==> config.mk <==
export PLATFORM = sky130hd
export DESIGN_NAME = multi_channel_pulse_gen
export DESIGN_NICKNAME = d
export VERILOG_FILES = /design/src/rtl/multi_channel_pulse_gen.sv
export SDC_FILE = /design/constraint.sdc
export NUM_CORES = 1
export LEC_CHECK = 0
export BUFFER_PORTS_ARGS = -buffer_cell sky130_fd_sc_hd__clkbuf_2
export CAP_MARGIN = 10
export CORE_ASPECT_RATIO = 0.75
export CORE_MARGIN = 2
export CORE_UTILIZATION = 55
export DETAILED_ROUTE_END_ITERATION = 8
export GPL_TIMING_DRIVEN = 0
export PLACE_DENSITY = 0.74
export RECOVER_POWER = 100
export SETUP_SLACK_MARGIN = 0.3
export SLEW_MARGIN = 40
export SYNTH_ARGS = -nofsm -noshare
export SYNTH_HDL_FRONTEND = slang
export SYNTH_SLANG_ARGS = --single-unit
==> constraint.sdc <==
create_clock -name clk -period 9.57 [get_ports clk]
set_clock_uncertainty 0.15 [all_clocks]
set_input_delay 0.4785 -clock clk [delete_from_list [all_inputs] [get_ports clk]]
set_output_delay 0.4785 -clock clk [all_outputs]
set_load 0.05 [all_outputs]
==> src/rtl/multi_channel_pulse_gen.sv <==
// Multi-channel periodic pulse generator: one shared period counter drives
// NUM_CH phase/width-programmable outputs, in continuous or burst mode.
module multi_channel_pulse_gen #(
   parameter int unsigned NUM_CH = 4,
   parameter int unsigned CNT_W  = 16
) (
   input  logic                    clk,
   input  logic                    rst_n,
   input  logic                    start,
   input  logic                    stop,
   input  logic                    mode,
   input  logic [CNT_W-1:0]        period,
   input  logic [NUM_CH*CNT_W-1:0] width,
   input  logic [NUM_CH*CNT_W-1:0] phase,
   input  logic [CNT_W-1:0]        burst_len,
   output logic [NUM_CH-1:0]       pulses,
   output logic                    wrap,
   output logic                    busy,
   output logic                    done
);

   typedef enum logic {IDLE, RUN} state_t;

   localparam logic [CNT_W-1:0] MIN_PERIOD = CNT_W'(2);
   localparam logic [CNT_W-1:0] ONE        = CNT_W'(1);

   state_t                  state, state_nxt;
   logic [CNT_W-1:0]        cnt, cnt_nxt;
   logic [CNT_W-1:0]        bcnt, bcnt_nxt;
   logic [CNT_W-1:0]        period_s, period_nxt;
   logic [CNT_W-1:0]        burst_s, burst_nxt;
   logic [NUM_CH*CNT_W-1:0] width_s, width_nxt;
   logic [NUM_CH*CNT_W-1:0] phase_s, phase_nxt;
   logic                    mode_s, mode_nxt;
   logic                    done_nxt;
   logic                    run_nxt;
   logic                    wrap_nxt;
   logic [NUM_CH-1:0]       pulses_nxt;

   always_ff @(posedge clk) begin
      if (!rst_n) begin
         state    <= IDLE;
         cnt      <= '0;
         bcnt     <= '0;
         period_s <= '0;
         burst_s  <= '0;
         width_s  <= '0;
         phase_s  <= '0;
         mode_s   <= 1'b0;
         pulses   <= '0;
         wrap     <= 1'b0;
         busy     <= 1'b0;
         done     <= 1'b0;
      end else begin
         state    <= state_nxt;
         cnt      <= cnt_nxt;
         bcnt     <= bcnt_nxt;
         period_s <= period_nxt;
         burst_s  <= burst_nxt;
         width_s  <= width_nxt;
         phase_s  <= phase_nxt;
         mode_s   <= mode_nxt;
         pulses   <= pulses_nxt;
         wrap     <= wrap_nxt;
         busy     <= run_nxt;
         done     <= done_nxt;
      end
   end

   always_comb begin
      state_nxt  = state;
      cnt_nxt    = cnt;
      bcnt_nxt   = bcnt;
      period_nxt = period_s;
      burst_nxt  = burst_s;
      width_nxt  = width_s;
      phase_nxt  = phase_s;
      mode_nxt   = mode_s;
      done_nxt   = 1'b0;
      case (state)
         IDLE: begin
            if (start && !stop) begin
               state_nxt  = RUN;
               cnt_nxt    = '0;
               bcnt_nxt   = '0;
               period_nxt = (period < MIN_PERIOD) ? MIN_PERIOD : period;
               burst_nxt  = (burst_len == '0) ? ONE : burst_len;
               width_nxt  = width;
               phase_nxt  = phase;
               mode_nxt   = mode;
            end
         end
         RUN: begin
            if (stop) begin
               state_nxt = IDLE;
               cnt_nxt   = '0;
               bcnt_nxt  = '0;
            end else if (cnt == period_s - ONE) begin
               cnt_nxt = '0;
               if (mode_s) begin
                  if (bcnt == burst_s - ONE) begin
                     state_nxt = IDLE;
                     bcnt_nxt  = '0;
                     done_nxt  = 1'b1;
                  end else begin
                     bcnt_nxt = bcnt + ONE;
                  end
               end
            end else begin
               cnt_nxt = cnt + ONE;
            end
         end
         default: state_nxt = IDLE;
      endcase
   end

   // Outputs are decoded from next-state values so they line up with the cnt they describe.
   assign run_nxt  = (state_nxt == RUN);
   assign wrap_nxt = run_nxt && (cnt_nxt == period_nxt - ONE);

   for (genvar k = 0; k < NUM_CH; k++) begin : g_ch
      logic [CNT_W-1:0] ph;
      logic [CNT_W-1:0] wd;
      logic [CNT_W:0]   off;

      assign ph  = phase_nxt[k*CNT_W +: CNT_W];
      assign wd  = width_nxt[k*CNT_W +: CNT_W];
      assign off = (cnt_nxt >= ph) ? ({1'b0, cnt_nxt} - {1'b0, ph})
                                   : ({1'b0, cnt_nxt} + {1'b0, period_nxt} - {1'b0, ph});
      assign pulses_nxt[k] = run_nxt && (ph < period_nxt) && (off < {1'b0, wd});
   end

endmodule
==> summary by stage, run 1 <==
STA
Static timing analysis puts the maximum clock frequency at 110 MHz. In the finished design, the share of the clock period the worst path needs comes to 0.952. The number of pins with negative max-slew slack in the final report is 48.

The number of setup violations in the final report is 0. Setup repair after global routing could not meet its margin everywhere. The hold violation count in the final report came to 0. The final critical path time including I/O delays and setup is between 9000 and 10,000 ps.

Setup slack closes at 460 ps. The worst slew margin relative to its limit is -0.236. The setup TNS after final layout is 0 ps. The transition time at the pin with the least slew margin is 1800 ps.

Route
The final antenna-violating net count is 0. For this run, design rule violations remaining after detail routing come to 0. The per-cell via count in the routed design is ~6.4. The routed design has 75,300 um of wire. In the final routed layout, each cell accounts on average for between 20 and 25 um. The total via count in the routed design is 20,400. The detailed-routing iteration count for the pre-antenna-repair pass is 6.

The first routing iteration left roughly 2,200 violations.

Synthesis
The share of synthesized area in the top cell type comes to 0.205. During synthesis, Yosys emitted a total of 0 warnings. The mapped cell area is between 15,000 and 20,000 um^2. The mean instance size in the synthesized netlist is between 7 and 8 um^2. The number of flip-flops and latches in the synthesized netlist is 200. The number of enable flip-flop cells after synthesis is 0. The cell taking the most area after synthesis is sky130_fd_sc_hd__dfxtp_1. The most used flip-flop cell after synthesis is sky130_fd_sc_hd__dfxtp_1.

Yosys mapped the design onto 86 distinct sky130hd cell types. After synthesis, the cell types taking the most area are sky130_fd_sc_hd__dfxtp_1 20%, sky130_fd_sc_hd__ha_1 17%, sky130_fd_sc_hd__mux2i_1 7.9%. The share of synthesized area occupied by flip-flops and latches is 0.205.

Counting flops with an async set or reset pin after synthesis yields a share of 0. The synthesized netlist cell count is about 2,500. When the netlist entered floorplanning its net count stood at 2,936.

Global route
The total global-route track usage is 0.394. Entering global routing, the biggest net connects 22 pins. The number of global-route vias before repair is ~19,000. Global routing finished with a remaining overflow of 0. The initial antenna violation count is 0. The first-pass GRT wire length is roughly 110,000 um.

Die
The area of the core is 34,800 um^2. The die covers approximately 37,000 um^2. The I/O pin total is approximately 170. The number of placement rows is 59. The effective utilization at floorplan is 0.562. The height of the chip is approximately 170 um. The width of the die is roughly 220 um.

Worst hold path
The worst hold path begins at burst_len[13]. The class of the tightest hold or removal check is in2reg.

Worst setup path
The launch point of the critical path is period_s[0]. The critical register-to-register path startpoint is period_s[0]. The critical path launch point type is a register. For the worst setup path, the data required time is ~9800 ps. The most common cell type on the critical path is sky130_fd_sc_hd__a21oi_1. The critical path ends at pulses[1]. The slack of the worst reg-to-reg path is 460 ps. On the critical path, the stage with the largest delay is an instance of sky130_fd_sc_hd__or4b_1. STA classifies the critical path endpoint as a register.

The longest individual stage delay on the worst path is slightly below 600 ps. The worst register-to-register path has a depth of 39. The reg-to-reg endpoint is pulses[1]. Along the worst path, the maximum fanout reaches 10.

The critical path in this run is classified as reg2reg. The arrival time at the worst endpoint is around 9400 ps.

Pwr
The share of power burned in registers is 0.269. The total power per unit cell area is between 100 and 150 nW/um^2. The static leakage power is between 10 and 15 nW. The worst-case IR drop observed on VDD is approximately 0.00013 V. The share of total power dissipated in combinational logic is 0.495.

Of the total power, the clock network draws 0.236. The reported net switching power is roughly 1.4 mW. The switching part of the total is 0.425. The internal portion of the total power is 1.89 mW.

Layout
In the layout the commonest cells are 275 x sky130_fd_sc_hd__nor2_1, 267 x sky130_fd_sc_hd__ha_1, 200 x sky130_fd_sc_hd__dfxtp_1. The area growth from synthesis to layout is 14.3%. The fraction of final layout cells with drive strength greater than 1 is 0.120. At the end of the flow, the number of nets in the layout was between 3,000 and 4,000. The leading cell type in the layout, fill and taps excluded is sky130_fd_sc_hd__nor2_1.

Clocking
Clock-pin slew was measured on the worst setup and hold paths at roughly 90 ps. CTS built an H-tree with a depth of 4. Counting along the longest clock path gives a buffer depth of 2. The root buffer cell is sky130_fd_sc_hd__clkbuf_16. The number of clock buffers added by TritonCTS is 17.

Buffers inserted to repair hold after CTS numbered 0. The tree built by TritonCTS fans out to 200 sinks. At the later pin of the worst-skew pair, clock insertion delay measures around 480 ps.

TritonCTS built the clock tree.

Placed design
The last weighted congestion value of the routability-driven placer is a little over 1. The count of input and output buffers is between 150 and 200. The HPWL after detailed placement is 59,300 um. The placement-stage worst setup slack is -720 ps.

Run status
The final reports fail on max-capacitance violations, max-slew violations. The flow ran to the end, but the final reports show violations.

Flow run
The number of maximum-capacitance violations is 7.
==> power groups by stage <==
stage	Sequential [mW]	Clock, mW	Combinational, mW
after floorplan	0.902	0	1.09
after CTS	0.885	0.777	1.55
after detailed placement	0.904	0	1.53
final	0.885	0.777	1.63
after global placement	0.902	0	1.47
after global routing	0.888	0.807	1.77
==> registers in the layout, indices dropped and copies added, names as in the netlist <==
register  count
phase_s      64
width_s      64
bcnt         16
burst_s      16
cnt          16
period_s     16
pulses        4
done          1
mode_s        1
state         1
wrap          1
==> cell families after synthesis <==
kind of cell               after synthesis  synth area share
muxes                                  160            0.0822
xor gates and xnor gates               159            0.0711
DFF                                    200             0.205
buffers and inverters                  226            0.0448
AOI/OAI and AO/OA                      603             0.198
adders and majority gates              278             0.181
and+or+nand+nor                        867             0.218
==> worst max-delay path, delay by kind of cell (launching register included) <==
family          cells  cell delay (ps)
xor+xnor            2              400
compound gates     21             4540
fa+ha+maj           4             1290
flops               1              310
buf+inv             4              620
simple gates        8             1690
==> timing repair <==
item | 4_1_cts | 5_1_grt
resized for setup | 19 | 42
pin swaps | 2 | 10
setup endpoints to repair | 4 | 4
setup buffers | 5 | 19
==> layout make-up <==
| class | instances | area (um^2) |
|---|---|---|
| Inverter | 139 | 529 |
| Buffer | 87 | 372 |
| Antenna cell | 2 | 5.00 |
| Clock inverter | 14 | 178 |
| Multi-Input combinational cell | 2067 | 15100 |
| Tap cell | 457 | 572 |
| Timing Repair Buffer | 207 | 1160 |
| Clock buffer | 18 | 439 |
| Fill cell | 3162 | 12500 |
| Sequential cell | 200 | 4000 |
==> Yosys cell counts (62+ instances only) <==
master and instances:
sky130_fd_sc_hd__clkbuf_1 67, sky130_fd_sc_hd__ha_1 269, sky130_fd_sc_hd__o21ai_0 123, sky130_fd_sc_hd__nor3_1 62, sky130_fd_sc_hd__nand2_1 171, sky130_fd_sc_hd__inv_1 138, sky130_fd_sc_hd__mux2i_1 154, sky130_fd_sc_hd__nand3_1 64
sky130_fd_sc_hd__nor2_1 277, sky130_fd_sc_hd__dfxtp_1 200, sky130_fd_sc_hd__xnor2_1 96, sky130_fd_sc_hd__a21o_1 69, sky130_fd_sc_hd__xor2_1 63, sky130_fd_sc_hd__a21oi_1 181
==> metal layers <==
layer	up-vias	track usage	wire [um]
met5	-	0	0
met4	0	0.170	3260
met3	191	0.0825	8660
met2	1122	0.580	30600
met1	9608	0.555	32800
li1	9479	-	-
==> worst min-delay path by stage <==
stage / end / slack [ps] / cells past startpoint
after floorplan: mode_s / 290 / 2
after global placement: mode_s / 300 / 2
after detailed placement: mode_s / 310 / 2
after CTS: mode_s / 80 / 3
after global routing: burst_s[2] / 90 / 3
final: burst_s[13] / 90 / 3
==> per-stage QoR <==
stage | total power [mW] | instance area (um^2) | hold WS (ps) | std cells | utilization
after floorplan | 1.99 | 19600 | 286 | 2493 | -
final | 3.29 | 22400 | 87.1 | 3191 | 0.642
after detailed placement | 2.43 | 21400 | 307 | 3132 | 0.614
after global routing | 3.47 | 22400 | 91.4 | 3189 | 0.642
after CTS | 3.21 | 22200 | 75.9 | 3169 | 0.636
after global placement | 2.37 | 21000 | 299 | 3121 | 0.603
Note: power is estimated with default switching activity, not from simulation.
==> inputs of run 2 (changes only) <==
--- a/config.mk
+++ b/config.mk
@@ -11,8 +11,7 @@
 export CORE_MARGIN = 2
 export CORE_UTILIZATION = 55
 export DETAILED_ROUTE_END_ITERATION = 8
-export GPL_TIMING_DRIVEN = 0
-export PLACE_DENSITY = 0.74
+export PLACE_DENSITY = 0.73
 export RECOVER_POWER = 100
 export SETUP_SLACK_MARGIN = 0.3
 export SLEW_MARGIN = 40
==> summary by stage, run 2 (same netlist as run 1, synthesis figures left out) <==
Run status
Status: complete, but fails checks (unchanged). Violations in the final reports: max-capacitance violations, max-slew violations (unchanged).

Worst setup path
The reg-to-reg endpoint is pulses[2] (was pulses[1]). The maximum net fanout on the critical path is 14 (was 10). The slack of the worst reg-to-reg path is 620 ps (was 460 ps). The kind of critical path is reg2reg (unchanged). The critical path launch point type is a register (unchanged). The critical register-to-register path startpoint is period_s[5] (was period_s[0]). The cell with the largest stage delay on the worst path is sky130_fd_sc_hd__a31oi_1 (was sky130_fd_sc_hd__or4b_1).

The length in cells of the worst reg-to-reg path was 28 (was 39). The data required time at the worst endpoint came to 9850 ps (was 9820 ps). The category of the worst setup path capture point is a register (unchanged). The longest individual stage delay on the worst path is 760 ps (was 590 ps).

The arrival time at the worst endpoint is 9220 ps (was 9360 ps).

Global route
The initial antenna violation count is 2 (was 0). The number of global-route vias before repair is 18,235 (was 18,908). The total congestion overflow is 0 (unchanged).

The largest net degree at the start of global routing came to 121 (was 22). The total global-route track usage is 0.375 (was 0.394). The first-pass GRT wire length is 107,000 um (was 111,000 um).

Pwr
The total power per unit cell area came to 149 nW/um^2 (was 147 nW/um^2). The internal power is 1.88 mW (was 1.89 mW). The static leakage power was 10.3 nW (was 10.4 nW). The reported net switching power is 1.38 mW (was 1.40 mW). The switching part of the total is 0.423 (was 0.425).

The relative contribution of combinational cells to total power is 0.486 (was 0.495). The portion of total power attributed to the clock network was 0.241 (was 0.236). The peak supply drop was 0.0000949 V (was 0.000129 V). The share of power burned in registers is 0.273 (was 0.269).

STA
The transition time at the pin with the least slew margin is 2970 ps (was 1800 ps). The final clock period utilization by the worst path is 0.935 (was 0.952). The number of pins with negative max-slew slack in the final report is 192 (was 48). The final critical path time including I/O delays and setup came to 8950 ps (was 9110 ps). The setup TNS after final layout was 0 ps (unchanged). The worst slew margin relative to its limit was -0.983 (was -0.236). The number of setup violations in the final report came to 0 (unchanged). The hold violation count in the final report was 0 (unchanged).

RSZ-0062 raised after global routing: no (was yes). The maximum achievable frequency is 112 MHz (was 110 MHz).

Route
The detailed-routing iteration count for the pre-antenna-repair pass is 7 (was 6). The detailed-route wire length was 71,100 um (was 75,300 um). The average wire length per cell after detail routing came to 22.6 um (was 23.6 um). The number of DRC violations after detailed-routing iteration 0 is 2,314 (was 2,187). The final antenna-violating net count is 0 (unchanged). The per-cell via count in the routed design is 6.32 (was 6.39). The total via count in the routed design is 19,890 (was 20,400). The remaining routing DRC violations is 0 (unchanged).

Layout
The net count of the finished layout is 3,116 (was 3,162). The combined area of the multi-input logic cells is 14,800 um^2 (was 15,100 um^2). The area growth from synthesis to layout is 11.9% (was 14.3%). The final cell count without fillers was 3,145 (was 3,191). Leading cell types in the layout, fill and taps excluded: 276 x sky130_fd_sc_hd__nor2_1, 269 x sky130_fd_sc_hd__ha_1, 200 x sky130_fd_sc_hd__dfxtp_1 (was 275 x sky130_fd_sc_hd__nor2_1, 267 x sky130_fd_sc_hd__ha_1, 200 x sky130_fd_sc_hd__dfxtp_1). Largest registers: phase_s: 64 flops, width_s: 64 flops (unchanged).

The filler cell count was 3,151 (was 3,162). The fraction of final layout cells with drive strength greater than 1 is 0.115 (was 0.120). The sequential standard cell area is 4000 um^2 (unchanged). The leading cell type in the layout, fill and taps excluded is sky130_fd_sc_hd__nor2_1 (unchanged).

Worst hold path
The class of the tightest hold or removal check is in2reg (unchanged). The worst hold path endpoint is mode_s (was burst_s[13]). The number of cells traversed by the worst hold path came to 3 (unchanged). The beginning of the worst hold path is mode (was burst_len[13]).

Placed design
The last weighted congestion value of the routability-driven placer is 1.02 (was 1.01). The placed wire-length estimate after detailed placement is 55,700 um (was 59,300 um). The number of instances in the placed design is 3,107 (was 3,132). The count of input and output buffers is 171 (unchanged).

Clocking
The CTS H-tree depth is 4 (unchanged). The TritonCTS buffer count was 17 (unchanged). The clock latency on the worst-skew pair is 480 ps (about the same). The clock tree from TritonCTS is done (unchanged).

The count of hold buffers inserted by post-cts repair is 0 (unchanged). The clock sink total is 200 (unchanged). The number of buffers on the longest clock path is 2 (unchanged). The clock input transition at the sequential cells of the worst setup and hold paths is 90 ps (about the same). The root buffer cell is sky130_fd_sc_hd__clkbuf_16 (unchanged).

Die
The effective utilization at floorplan was 0.562 (unchanged). The width of the die is 222 um (unchanged). The area of the core is 34,800 um^2 (unchanged). The height of the chip is 167 um (unchanged). The I/O pin total was 172 (unchanged). The number of placement rows came to 59 (unchanged). The die area was 37,100 um^2 (unchanged).

Flow run
The number of maximum-capacitance violations is 6 (was 7).
run 2: cell types whose count changed in the layout (fill, tap and decap cells not counted), sizes merged:
cell | before | now
a31o | 2 | 3
buf | 52 | 66
clkbuf | 260 | 198
clkinv | 9 | 6
clkinvlp | 2 | 1
inv | 142 | 147
run 2: what timing repair did:
item | CTS | global route
buffers inserted | 0 | 2
hold endpoints to repair | 0 | 0
gates resized for setup | 0 | 5
setup endpoints to repair | 0 | 4
run 2: area by class of cell:
class	count	share of cell area
antenna	2	0.000228
clock buffer	17	0.0194
clock inverter	15	0.00920
inverter	139	0.0239
multi-input combinational	2068	0.674
sequential	200	0.183
tap	457	0.0261
timing repair buffer	247	0.0644
run 2: worst max path at each step:
stage / endpoint / slack, ps / start / cells after the start
after floorplan: pulses[1] / 1550 / period_s[0] / 36
after global placement: pulses[1] / 920 / period_s[0] / 31
after detailed placement: pulses[1] / 550 / period_s[0] / 31
after CTS: pulses[1] / 520 / period_s[0] / 31
after global routing: pulses[1] / 230 / period_s[5] / 30
final: pulses[2] / 620 / period_s[5] / 28
run 2: power groups by stage:
stage	Clock [mW]	Sequential, mW	Combinational [mW]
finish	0.784	0.889	1.58
global route	0.821	0.893	1.74
CTS	0.792	0.888	1.54
detailed placement	0	0.907	1.52
global placement	0	0.906	1.49
floorplan	0	0.902	1.09
run 2: worst max-delay path, delay by kind of cell (launching register included):
kind / cells / cell delay [ps]
AO/OA/AOI/OAI: 12 / 2970
XOR/XNOR: 3 / 1250
adder cells (fa/ha/maj): 3 / 1050
buffers and inverters: 3 / 1100
flip-flops: 1 / 480
AND/OR/NAND/NOR: 7 / 1900
run 2: metrics by stage:
step	worst slack, ps	hold WS [ps]	utilization	power (mW)	instance area (um^2)
floorplan	1550	286	-	1.99	19600
global placement	921	300	0.610	2.40	21300
detailed placement	547	311	0.610	2.43	21300
CTS	520	55.8	0.628	3.22	21900
global route	228	64.6	0.629	3.46	21900
finish	623	64.5	0.629	3.26	21900
run 2: layer usage:
metal  share of wire  GRT usage  vias up  wire length (um)
met5               0          0        -                 0
met4           0.038      0.137        0              2670
met3            0.12     0.0946      145              8340
met2            0.40      0.533     1025             28200
met1            0.45      0.541     9336             31900
li1                -          -     9384                 -
